### src/rtl/sys_defs.sv
// Shared bus/memory types and arbiter enums used by the memory-side controllers.
package sys_defs;

    localparam int NUM_MEM_TAGS = 15;
    localparam int DATA_SIZE    = 64;

    typedef enum logic [1:0] {
        BUS_NONE  = 2'h0,
        BUS_LOAD  = 2'h1,
        BUS_STORE = 2'h2
    } BUS_COMMAND;

    typedef enum logic [1:0] {
        BYTE   = 2'h0,
        HALF   = 2'h1,
        WORD   = 2'h2,
        DOUBLE = 2'h3
    } MEM_SIZE;

    typedef enum logic [1:0] {
        ARB_IDLE   = 2'h0,
        ARB_HOLD_I = 2'h1,
        ARB_HOLD_D = 2'h2
    } ARB_STATE;

    typedef enum logic {
        OWN_I = 1'b0,
        OWN_D = 1'b1
    } ARB_OWNER;

endpackage

### src/rtl/mem_tag_scoreboard.sv
// Tracks which requester owns each outstanding memory load tag; tag 0 is never tracked.
module mem_tag_scoreboard
    import sys_defs::*;
#(
    parameter int  NUM_TAGS = NUM_MEM_TAGS,
    localparam int TAG_W    = $clog2(NUM_TAGS)
) (
    input  logic             clock,
    input  logic             reset,
    input  logic             set_en,
    input  logic [TAG_W-1:0] set_tag,
    input  ARB_OWNER         set_owner,
    input  logic [TAG_W-1:0] ret_tag,
    output logic             hit,
    output ARB_OWNER         hit_owner,
    output logic             overwrite,
    output logic [TAG_W:0]   outstanding
);

    localparam int DEPTH = 1 << TAG_W;

    logic [DEPTH-1:0] valid;
    ARB_OWNER         owner [DEPTH];

    assign hit       = (ret_tag != '0) && valid[ret_tag];
    assign hit_owner = owner[ret_tag];
    // a tag being returned and re-issued in the same cycle is a legal reuse
    assign overwrite = set_en && valid[set_tag] && !(hit && (ret_tag == set_tag));

    always_ff @(posedge clock or negedge reset) begin
        if (!reset) begin
            valid <= '0;
        end else begin
            if (hit)
                valid[ret_tag] <= 1'b0;
            if (set_en && (set_tag != '0))
                valid[set_tag] <= 1'b1;
        end
    end

    always_ff @(posedge clock) begin
        if (set_en && (set_tag != '0))
            owner[set_tag] <= set_owner;
    end

    always_comb begin
        outstanding = '0;
        for (int i = 1; i < DEPTH; i++)
            outstanding = outstanding + (TAG_W+1)'(valid[i]);
    end

endmodule

### src/rtl/mem_bus_arbiter.sv
// Shares the processor-to-memory bus between icache and dcache and routes
// returning load data back to whichever side issued the tag.
module mem_bus_arbiter
    import sys_defs::*;
#(
    parameter int  NUM_TAGS     = NUM_MEM_TAGS,
    parameter int  STARVE_LIMIT = 4,
    localparam int TAG_W        = $clog2(NUM_TAGS)
) (
    input  logic                 clock,
    input  logic                 reset,
    input  BUS_COMMAND           icache_command,
    input  logic [31:0]          icache_addr,
    input  BUS_COMMAND           dcache_command,
    input  logic [31:0]          dcache_addr,
    input  logic [DATA_SIZE-1:0] dcache_wdata,
    input  MEM_SIZE              dcache_size,
    input  logic [TAG_W-1:0]     mem2proc_response,
    input  logic [DATA_SIZE-1:0] mem2proc_data,
    input  logic [TAG_W-1:0]     mem2proc_tag,
    output BUS_COMMAND           proc2mem_command,
    output logic [31:0]          proc2mem_addr,
    output logic [DATA_SIZE-1:0] proc2mem_data,
    output MEM_SIZE              proc2mem_size,
    output logic [TAG_W-1:0]     icache_response,
    output logic [DATA_SIZE-1:0] icache_rdata,
    output logic [TAG_W-1:0]     icache_tag,
    output logic [TAG_W-1:0]     dcache_response,
    output logic [DATA_SIZE-1:0] dcache_rdata,
    output logic [TAG_W-1:0]     dcache_tag,
    output logic [TAG_W:0]       outstanding,
    output logic                 spurious_tag
);

    localparam int SW = $clog2(STARVE_LIMIT + 1);

    ARB_STATE   state, state_next;
    logic [SW-1:0] starve_cnt;
    logic       grant_i, grant_d, accepted, icache_act, dcache_act;
    logic       set_en, hit, overwrite;
    ARB_OWNER   hit_owner;
    BUS_COMMAND granted_cmd;

    assign icache_act  = (icache_command != BUS_NONE);
    assign dcache_act  = (dcache_command != BUS_NONE);
    assign accepted    = (mem2proc_response != '0);
    assign granted_cmd = grant_i ? icache_command : dcache_command;
    assign set_en      = reset && (grant_i || grant_d) && accepted && (granted_cmd == BUS_LOAD);

    // a held requester that drops its command falls through to the idle rules
    always_comb begin
        grant_i = 1'b0;
        grant_d = 1'b0;
        if (state == ARB_HOLD_I && icache_act)
            grant_i = 1'b1;
        else if (state == ARB_HOLD_D && dcache_act)
            grant_d = 1'b1;
        else if (icache_act && dcache_act) begin
            if (starve_cnt == SW'(STARVE_LIMIT))
                grant_i = 1'b1;
            else
                grant_d = 1'b1;
        end else if (dcache_act)
            grant_d = 1'b1;
        else if (icache_act)
            grant_i = 1'b1;
    end

    always_comb begin
        state_next = ARB_IDLE;
        if (grant_i && !accepted)
            state_next = ARB_HOLD_I;
        else if (grant_d && !accepted)
            state_next = ARB_HOLD_D;
    end

    always_ff @(posedge clock or negedge reset) begin
        if (!reset)
            state <= ARB_IDLE;
        else
            state <= state_next;
    end

    always_ff @(posedge clock or negedge reset) begin
        if (!reset)
            starve_cnt <= '0;
        else if (!icache_act || (grant_i && accepted))
            starve_cnt <= '0;
        else if (grant_d && accepted && (starve_cnt != SW'(STARVE_LIMIT)))
            starve_cnt <= starve_cnt + SW'(1);
    end

    always_ff @(posedge clock or negedge reset) begin
        if (!reset)
            spurious_tag <= 1'b0;
        else if (((mem2proc_tag != '0) && !hit) || overwrite)
            spurious_tag <= 1'b1;
    end

    // all bus-facing outputs are forced quiet while reset is held
    always_comb begin
        proc2mem_command = BUS_NONE;
        proc2mem_addr    = '0;
        proc2mem_data    = '0;
        proc2mem_size    = BYTE;
        icache_response  = '0;
        dcache_response  = '0;
        icache_rdata     = '0;
        icache_tag       = '0;
        dcache_rdata     = '0;
        dcache_tag       = '0;
        if (reset) begin
            if (grant_i) begin
                proc2mem_command = icache_command;
                proc2mem_addr    = icache_addr;
                proc2mem_size    = DOUBLE;
                icache_response  = mem2proc_response;
            end else if (grant_d) begin
                proc2mem_command = dcache_command;
                proc2mem_addr    = dcache_addr;
                proc2mem_data    = dcache_wdata;
                proc2mem_size    = dcache_size;
                dcache_response  = mem2proc_response;
            end
            if (hit) begin
                if (hit_owner == OWN_I) begin
                    icache_rdata = mem2proc_data;
                    icache_tag   = mem2proc_tag;
                end else begin
                    dcache_rdata = mem2proc_data;
                    dcache_tag   = mem2proc_tag;
                end
            end
        end
    end

    mem_tag_scoreboard #(.NUM_TAGS(NUM_TAGS)) u_scoreboard (
        .clock       (clock),
        .reset       (reset),
        .set_en      (set_en),
        .set_tag     (mem2proc_response),
        .set_owner   (grant_i ? OWN_I : OWN_D),
        .ret_tag     (mem2proc_tag),
        .hit         (hit),
        .hit_owner   (hit_owner),
        .overwrite   (overwrite),
        .outstanding (outstanding)
    );

endmodule

### config.mk
export PLATFORM = sky130hd
export DESIGN_NAME = mem_bus_arbiter
export DESIGN_NICKNAME = d
export VERILOG_FILES = /design/src/rtl/sys_defs.sv /design/src/rtl/mem_tag_scoreboard.sv /design/src/rtl/mem_bus_arbiter.sv
export SDC_FILE = /design/constraint.sdc
export NUM_CORES = 1
export LEC_CHECK = 0
export BUFFER_PORTS_ARGS = -buffer_cell sky130_fd_sc_hd__clkbuf_2
export CORE_AREA = 3 3 179 181
export DETAILED_ROUTE_END_ITERATION = 6
export DIE_AREA = 0 0 182 184
export GPL_ROUTABILITY_DRIVEN = 0
export SLEW_MARGIN = 20
export SYNTH_ARGS = -nofsm -noshare
export SYNTH_HDL_FRONTEND = slang
export SYNTH_SLANG_ARGS = --single-unit
### constraint.sdc
create_clock -name clock -period 6.8 [get_ports clock]
set_input_delay 1.36 -clock clock [delete_from_list [all_inputs] [get_ports clock]]
set_output_delay 1.36 -clock clock [all_outputs]
set_load 0.05 [all_outputs]
# Yosys cells after proc, flatten, opt, wreduce, memory -nomap -nowiden

Memories as Yosys holds them, arrays and structs flattened.
Index checks and enable logic that the tools add are counted.
Widths: inputs -> output; s select.

Logic and storage cells: 122
Register bits after elaboration: 22
Input bits: 208
Bits in writable memories: 16
Memories: 1

Add/subtract/negate cells: 15
Equal/unequal tests: 6
Muxes and demuxes: 58
Bitwise gates (word level): 3
Reductions and logical operators: 31
Order comparisons: 4

Memories:

| memory             | depth | width | rd ports | clocked after Yosys merged registers in | wr ports | RTL line                 | text |
|---|---|---|---|---|---|---|---|
| u_scoreboard.owner | 16    | 1     | 1        | 0                                       | 1        | mem_tag_scoreboard.sv:23 | `ARB_OWNER owner [DEPTH];` |

Operators by type and width:

| operator            | number |
|---|---|
| $mux 64             | 9 |
| $mux 32             | 3 |
| $add 5x1->5         | 13 |
| $mux 4              | 11 |
| $mux 16             | 2 |
| $logic_and 1x1->1   | 19 |
| $mux 1              | 18 |
| $mux 2              | 9 |
| $and 16x16->16      | 1 |
| $not 16->16         | 1 |
| $or 16x16->16       | 1 |
| $lt 4x5->1 const B  | 2 |
| $bmux 1 s4          | 2 |
| $demux 1 s4         | 2 |
| $ge 4x1->1 const B  | 2 |
| $reduce_bool 4->1   | 2 |
| $mux 3              | 2 |
| $reduce_bool 2->1   | 3 |
| $eq 2x1->1 const B  | 2 |
| $eq 4x4->1          | 1 |
| $logic_not 1->1     | 4 |
| $add 3x1->3 const B | 1 |
| $eq 3x3->1 const B  | 1 |
| $logic_or 1x1->1    | 3 |
| other kinds (3)     | 3 |

# Longest topological paths before layout

Gate-level depths: netlist of the first run.

Word-level depth: 14
Gate-level depth with buffers: 13
Depth with buffers taken out: 13

# Hierarchy

A second synthesis of the first run with hierarchy kept.

Cells, all modules: 498
Area, all modules: 4315.4 um^2

Modules (own cells, without submodules):

| module             | instances | area an instance (um^2) | seq. area each (um^2) | cells each |
|---|---|---|---|---|
| mem_bus_arbiter    | 1         | 2301.0                  | 150.1                 | 328 |
| mem_tag_scoreboard | 1         | 2014.4                  | 880.8                 | 170 |

# Least setup slack after synthesis of the first run

Ideal clock, no wire load.

Path type: register to output
From: register u_scoreboard.valid[1]
To: output outstanding[2]
Arrival time: 3.994 ns
Cell stages (with the launch flop): 11
Buffers on the path: 0
Path slack: 1.446 ns
Data required time: 5.440 ns
Cell sequence: dfrtp_1 > ha_1 > inv_1 > fa_1 > fa_1 > fa_1 > fa_1 > inv_1 > ha_1 > fa_1 > xor2_1

Cells in the longest elaborated chain, start to end: 14

Ends and longest elaborated chain:

| element                           | RTL line                 | text |
|---|---|---|
| from (decl)                       | mem_tag_scoreboard.sv:22 | `logic [DEPTH-1:0] valid;` |
| from (signal assigned)            | mem_tag_scoreboard.sv:32 | `valid <= '0;` |
| from (signal, indexed assignment) | mem_tag_scoreboard.sv:35 | `valid[ret_tag] <= 1'b0;` |
| from (signal, indexed assignment) | mem_tag_scoreboard.sv:37 | `valid[set_tag] <= 1'b1;` |
| $add 1x1->2                       | mem_tag_scoreboard.sv:49 | `outstanding = outstanding + (TAG_W+1)'(valid[i]);` |
| $add 5x1->5 (13 in a row)         | mem_tag_scoreboard.sv:49 |  |
| to (decl)                         | mem_bus_arbiter.sv:31    | `output logic [TAG_W:0] outstanding,` |

Every way passes these cells.

# Worst setup path in the final report of the first run

From: input mem2proc_tag[1]
To: output icache_rdata[14]

Cells in the longest elaborated chain, start to end: 5

Ends and longest elaborated chain:

| element                      | RTL line                 | text |
|---|---|---|
| from (decl)                  | mem_bus_arbiter.sv:20    | `input logic [TAG_W-1:0] mem2proc_tag,` |
| $bmux 1 s4                   | mem_tag_scoreboard.sv:25 | `assign hit = (ret_tag != '0) && valid[ret_tag];` |
| $mux 1 (implied by the code) | mem_tag_scoreboard.sv:25 |  |
| $logic_and 1x1->1            | mem_tag_scoreboard.sv:25 |  |
| $mux 64 *                    | mem_bus_arbiter.sv:125   | `if (hit) begin` |
| $mux 64 *                    | mem_bus_arbiter.sv:112   | `if (reset) begin` |
| to (decl)                    | mem_bus_arbiter.sv:26    | `output logic [DATA_SIZE-1:0] icache_rdata,` |

Every way passes the cells marked *; elsewhere a longest branch is shown, timed or not. The select of a mux whose other input is x is not followed.

==> reports/results.txt, run 1 <==
The distinct cell type count of the synthesized netlist is 49, and the worst relative slew slack is 0.450. The run gives 0 as the count of final setup violators. By count the netlist is led by nor3b_1 (74), and2_1 (72), nor3b_2 (58). The run gives 4.17 ns as the worst setup slack for register-to-register paths. The proportion of netlist area held by the largest area contributor came out at 0.149. The analysis attributes to cell leakage a power of 3.70 nW.

The async set-or-reset flop fraction in the synthesized netlist works out to 0.579. The die is 184 um tall. The area of the core region is 0.0306 mm^2, and the clock period minus worst slack is 5.66 ns. The tools report the total power of the final layout as 1.70 mW. End of the worst hold path: u_scoreboard.valid[0]. Buffers placed on the I/O ports in this run total 457. The tools report the startpoint of the worst-slack reg-to-reg timing path as starve_cnt[0]. Summed over all instances, the cell type with the most area after synthesis is nor3b_2. The tools report the worst hold path startpoint as u_scoreboard.valid[0]. The remaining antenna violation count was 0. For this run, design rule violations remaining after detail routing come to 0.

The run gives 5851 as the total number of vias. The final count of hold timing violations was 0; the wire length per cell after detailed routing was 20.3 um. The area added between synthesis and finish works out to 56.6%. The synthesized design contains 16 enable-type register cells. Counting the buffers created by CTS gives 5. The synthesized netlist occupies a cell area of 0.00486 mm^2. The run gives 0.151 as the total global routing track utilization. Yosys printed 0 warnings. Setup repair after global routing left no endpoint under its margin. The effective utilization at floorplan is 0.159. The most heavily used metal layer in global routing is met2.

The average instance in the mapped netlist occupies 8.95 um^2. The met3 usage was 0.0334. The part of the cycle the worst path needs was 0.832. For the worst-skew pair, the clock arrives at the later sink with an insertion delay of 0.28 ns. The number of placed instances, taps included, is 1344. The tools report the global-route track usage on met2 as 0.287. The critical path launch point type is a primary input. The logs give 1.20 ns for the worst setup slack after placement and 267 for the number of violations reported at the end of detailed-routing iteration 0.

For the worst setup path, the data required time is 5.44 ns. At the end of the flow, the number of nets in the layout was 1180. For this design, the CTS-stage hold fixing added 0 buffers. The top flip-flop cell by instance count after synthesis was dfrtp_1. The flow ran to the end, and the final reports show no timing, DRC or antenna violations. Along the worst path, the maximum fanout reaches 70. Timing would allow up to 0.177 GHz.

Endpoint type of the worst setup path: a primary output. The run gives 38 as the number of sinks driven by the clock tree. The capture point of the worst reg-to-reg path was u_scoreboard.owner[2]. The fraction of final layout cells sized beyond drive strength 1 was 0.575.

Between clock sinks in the finished design, the worst skew comes to 0.00324 ns. In the post-synthesis netlist, the biggest area contributors are nor3b_2 (15%), nor3b_1 (11%), dfrtp_1 (11%), edfxtp_1 (9.9%), and2_1 (9.3%). In this run the count of I/O pins placed on the die edge is 458.

The tools report the quantity of gates resized following cts as 0. The logs give 5625 for the via count of the first global-routing pass and 0 ns for the setup TNS after final layout. The number of antenna diodes in the final layout is 0.

The worst IR drop on VDD is 0.306 mV, and the layout filler cell count is 3389. The number of instances in the synthesized netlist was 543. The run gives 27.4 mm as the total wire length. The pre-antenna-repair detailed-routing pass consisted of 5 iterations. The met1 layer usage reported by global route is 0.163. After layout, the worst setup slack is 1.14 ns.

Category of the most critical setup path: primary input to primary output. In this run the horizontal extent of the chip is 182 um. The tree is rooted in a clkbuf_16. The post-synthesis sequential element count works out to 38.

For the first-pass GRT wire length, the log shows 37.8 mm. The routed via count divided by cell count is 4.33. The worst hold path was traced through 0 stages. Entering global routing, the biggest net connects 101 pins.

For the pin with the worst max-slew slack, the measured transition is 0.824 ns. Among all cell types in the netlist, the one instantiated most often is nor3b_1. Max-cap violations in this run came to 0. The count of cells in the finished layout, fillers not included, comes to 1352. The run gives 0 as the total setup buffers inserted after CTS.

The path class of the tightest hold or removal check is flop to flop. The fraction of the yosys area taken by sequential cells was 0.212. The initial antenna violation count is 1.

The number of nets handed over by synthesis was 768. Data arrives at the worst endpoint at 4.30 ns. The max-slew violation total from the final report is 0, and the largest buffer count on any clock path is 2.

Summed over all nets, the half-perimeter wirelength after detailed placement is 23.9 mm. The initialized floorplan defines 64 standard-cell rows. Global routing finished with a remaining overflow of 0. The depth of the worst register-to-register path is 7. The die covers 0.0335 mm^2. The total power divided by cell area works out to 223 mW/mm^2. After clock tree synthesis, the clock-pin slew on the worst setup and hold paths is 0.06 ns. TritonCTS built the clock tree. The H-tree was split into 2 levels.
-- flip-flops by register name, indices dropped and copies added, names as in the netlist --
signal              count
starve_cnt              3
state                   2
spurious_tag            1
u_scoreboard.owner     16
u_scoreboard.valid     16
-- cell type report --
class / instances / area, um^2 / area share
clock buffer: 5 / 125 / 0.0164
clock inverter: 3 / 68.8 / 0.00904
inverter: 29 / 109 / 0.0143
multi-input combinational: 417 / 3430 / 0.451
sequential: 38 / 1030 / 0.135
tap: 396 / 495 / 0.0651
timing repair buffer: 464 / 2350 / 0.309
-- per-stage QoR --
stage	utilization	hold slack (ns)	cell area, um^2
detailed placement	0.242	0.392	7420
finish	0.249	0.405	7610
global route	0.249	0.418	7610
CTS	0.249	0.405	7610
floorplan	-	0.445	4860
global placement	0.242	0.392	7420
-- cell usage in the layout (no fill, tap or decap), types with 9 or more instances in the layout --
master,n
inv_1,29
dfrtp_1,22
fa_1,9
nor3b_1,74
mux4_2,9
o21ai_0,24
nor2_1,22
a22o_1,32
and2_1,72
clkbuf_2,457
nor3b_2,58
nand2_1,21
edfxtp_1,16
-- cell families after synthesis --
logic type | Yosys count | synth area share
fa+ha+maj | 17 | 0.0577
buf+inv | 88 | 0.0865
flops | 38 | 0.212
mux | 16 | 0.0566
compound gates | 87 | 0.129
xor+xnor | 8 | 0.0144
simple gates | 288 | 0.443
other cells | 1 | 0.000772
-- worst max-delay path by stage --
| stage | start | end | slack (ns) | cells past startpoint |
|---|---|---|---|---|
| floorplan | u_scoreboard.valid[1] | outstanding[2] | 1.45 | 10 |
| global placement | mem2proc_tag[1] | icache_rdata[13] | 1.38 | 8 |
| detailed placement | mem2proc_tag[1] | icache_rdata[30] | 1.20 | 8 |
| CTS | mem2proc_tag[1] | icache_rdata[30] | 1.18 | 8 |
| global route | mem2proc_tag[1] | icache_rdata[30] | 0.97 | 8 |
| finish | mem2proc_tag[1] | icache_rdata[14] | 1.14 | 8 |
-- per-layer routing --
layer	vias to the layer above	wire length, um
met5	-	0
met4	0	1130
met3	25	2240
met2	358	14400
met1	2717	9640
li1	2751	-
-- worst max-delay path, cell delays in order --
cell and delay, ns:
clkbuf_2 0.45, nor2b_1 0.09, a2111oi_0 0.59, or4_4 0.27, o21a_4 0.65, buf_12 0.40, nor3b_1 0.11, clkbuf_2 0.27
-- power breakdown --
group,internal [mW],switching [mW]
Clock,0.211,0.0965
Sequential,0.265,0.0222
Combinational,0.301,0.804
Total,0.776,0.922
(Power assumes the default switching activity.)
==> inputs of run 2 (changes only) <==
Settings changed: ABC_AREA set to 1, CORE_AREA 3 3 179 181 to 3 3 178 180, DIE_AREA 0 0 182 184 to 0 0 181 183.
Clock period 6.8 ns to 5.4 ns, I/O delays scaled along.
==> reports/results.txt, run 2 <==
The run finished with clean final reports. The post-synthesis sequential element count was 38 (unchanged); the maximum clock frequency was 0.193 GHz. The number of buffers created by CTS was 5 (unchanged). The logs give 0 (unchanged) for the total overflow reported by the global router and 0 (unchanged) for the number of maximum-capacitance constraint violations. The startpoint of the worst-slack reg-to-reg timing path was starve_cnt[0]. The area of the core region is 0.0303 mm^2 (-0.79%). Number of enable flip-flop cells after synthesis: 16 (unchanged). The tools report the endpoint type of the worst setup path as a primary output. TritonCTS built the clock tree.

The count of final setup violators is 0 (unchanged). For this run, the leading register cell type out of synthesis is dfrtp_1. Distinct cell type count of the synthesized netlist: 30 (-39%). The tools report the largest buffer count on any clock path as 2 (unchanged). The run gives 3439 (+1.5%) as the layout filler cell count. The run gives 0 ns (unchanged) as the setup TNS after final layout.

The logs give 0 (unchanged) for the remaining antenna violation count and 492 (+84%) for the number of violations reported at the end of detailed-routing iteration 0. The depth of the worst register-to-register path was 11 (+4). The net count of the finished layout is 1475 (+25%). In this run the critical register-to-register path is captured at u_scoreboard.owner[5]. The storage element area is 0.00103 mm^2 (unchanged). The async set-or-reset flop fraction in the synthesized netlist came out at 0.579 (unchanged).

The library cell used most frequently in the layout, excluding fill and tap cells, is clkbuf_2. The pin slew with the least headroom to its limit came out at 0.860 ns (+0.0354 ns). Class of the worst hold path: flop to flop. The logs give 6306 (+12%) for the via count of the first global-routing pass and 4.11 ns (-0.19 ns) for the data arrival time of the worst path.

The proportion of netlist area held by the largest area contributor is 0.201 (+0.0514). The commonest cells after synthesis are nand2_1 (252), nor2_1 (230), nand4_1 (71). The maximum number of pins on one net before global-route repair came out at 94 (-6.9%). The clock-pin transition on the worst setup and hold timing paths came out at 0.06 ns (about the same). The part of the cycle the worst path needs came out at 0.962.

The tools report the total setup buffers inserted after CTS as 0 (unchanged). The fraction of final layout cells sized beyond drive strength 1 is 0.398 (-0.177), and the total die area is 0.0331 mm^2 (-1.1%). The run gives 0 (unchanged) as the remaining design rule violation count. Setup repair after global routing left no endpoint under its margin. The final worst setup slack came out at 0.206 ns (-0.933 ns). The clock period minus worst slack was 5.19 ns. nand2_1 is the most common cell in the netlist. The tools report the start point of the critical path as u_scoreboard.valid[2]. The tools report the netlist area before placement as 0.00471 mm^2 (-3.0%). The synthesized area per cell was 5.61 um^2 (-37%).

The cell taking the most area after synthesis is nand2_1. The total number of vias is 7059 (+21%). The root buffer cell chosen for the clock tree is clkbuf_16. The worst setup path is launched from a flop. The initial antenna violation count was 1 (unchanged). The worst setup slack for register-to-register paths is 2.76 ns (-1.41 ns). The number of placed I/O pins was 458 (unchanged); the area of combinational cells with multiple inputs was 0.00315 mm^2 (-8.2%). The vertical extent of the die is 183 um (-0.54%).

The largest registers in the layout are u_scoreboard.owner: 16 flops, u_scoreboard.valid: 16 flops, starve_cnt: 3 flops. The later-pin clock latency in the skew report was 0.28 ns (about the same); the effective utilization at floorplan was 0.155 (-0.00357). Number of standard-cell rows in the floorplan: 64 (unchanged). The worst IR drop on VDD is 1.10 mV (+260%), and the horizontal die dimension is 181 um (-0.55%). The tools report the count of TritonRoute iterations in the first routing pass as 7 (+2). Total wire length: 23.6 mm (-14%). Quantity of gates resized following cts: 0 (unchanged).

For the antenna cell count, the log shows 0 (unchanged). The tools report the end of the worst hold path as u_scoreboard.valid[0]. The routed via count divided by cell count is 4.29 (-0.96%). The final count of hold timing violations is 0 (unchanged). The top cell types in the final layout, fill and taps aside, are clkbuf_2 (456), nand2_1 (251), nor2_1 (230).

The tools report the worst hold path startpoint as u_scoreboard.valid[0]. The total power divided by cell area is 262 mW/mm^2 (+17%). The maximum fanout encountered on the critical timing path was 4 (-94%); the sum of net half-perimeters after detailed placement was 18.9 mm (-21%).

The fraction of the yosys area taken by sequential cells was 0.219 (+0.00659). The worst setup slack after placement was 0.465 ns (-0.733 ns). The tools report the total of warnings raised by yosys as 0 (unchanged).

The number of instances on the worst hold path is 0 (unchanged). The max-slew violation total from the final report was 0 (unchanged); the total global routing track utilization was 0.129 (-0.0220). Total power of the final layout: 1.96 mW (+15%).

The wire length per cell after detailed routing came out at 14.3 um (-29%). The number of instances in the synthesized netlist is 840 (+55%). Relative to the synthesized area, the layout overhead comes to 58.4%.

For the number of sinks driven by the clock tree, the log shows 38 (unchanged). The run gives 0.00932 ns (+0.00608 ns) as the worst-case clock skew. Ranked by total cell area, the synthesized netlist is headed by nand2_1 (20%), nor2_1 (18%), dfrtp_1 (12%), edfxtp_1 (10%), nand4_1 (9.4%). The run gives 4.23 nW (+14%) as the leakage power. The post-synthesis net count is 1065 (+39%). The setup path with the least slack is of type flop to primary output. The tools report the number of buffers added to fix hold violations after cts as 0 (unchanged). The maximum level of the CTS H-tree was 2 (unchanged). The tools report the worst relative slew slack as 0.427 (-0.0236).

The run gives 35.1 mm (-7.2%) as the first-pass GRT wire length. The quantity of I/O buffers inserted on ports was 457 (unchanged). For the required time of the critical path, the log shows 4.32 ns (-1.12 ns).
run 2: cell type report:
cell class	instances	area share
multi-input combinational	681	0.422
clock inverter	2	0.00184
tap	396	0.0664
sequential	38	0.138
clock buffer	6	0.0173
inverter	56	0.0285
timing repair buffer	468	0.326
run 2: power breakdown:
part | internal, mW | switching [mW] | total (mW)
sequential | 0.335 | 0.0268 | 0.362
combinational | 0.328 | 0.979 | 1.31
clock | 0.171 | 0.117 | 0.289
total | 0.834 | 1.12 | 1.96
run 2: how the worst max path moves through the flow:
stage	end	slack, ns
2_1_floorplan	outstanding[4]	0.20
3_3_place_gp	outstanding[2]	0.54
3_5_place_dp	outstanding[2]	0.46
4_1_cts	outstanding[2]	0.17
5_1_grt	outstanding[2]	0.01
6_report	outstanding[2]	0.21
run 2: per-layer routing:
layer  routed length [um]  part of all wire  track usage
met5                   13           0.00055            0
met4                  366             0.015       0.0256
met3                 1690             0.071       0.0224
met2                11900              0.50        0.229
met1                 9670              0.41        0.165
run 2: logic make-up (layout without fill, tap and decap cells):
kind of cell    after synthesis  in the layout  synth area share
compound gates               74             74            0.0818
buf+inv                     121            532             0.114
simple gates                585            585             0.518
xor+xnor                      4              4           0.00743
flops                        38             38             0.219
fa+ha+maj                    17             17            0.0595
other cells                   1              1          0.000796
run 2: per-stage QoR:
stage | cells | hold WS (ns) | cell area (um^2) | utilization
after global placement | 1639 | 0.406 | 7320 | 0.241
final | 1647 | 0.415 | 7460 | 0.246
after CTS | 1647 | 0.423 | 7460 | 0.246
after floorplan | 840 | 0.450 | 4710 | -
after global routing | 1647 | 0.429 | 7460 | 0.246
after detailed placement | 1639 | 0.410 | 7320 | 0.241
run 2: critical path, cell delays in order (launching register included):
cell	delay (ns)
dfrtp_1	0.41
ha_1	0.28
inv_1	0.04
fa_1	0.44
fa_1	0.51
fa_1	0.43
fa_1	0.51
inv_1	0.05
ha_1	0.21
fa_1	0.46
xor2_1	0.17
clkbuf_2	0.30
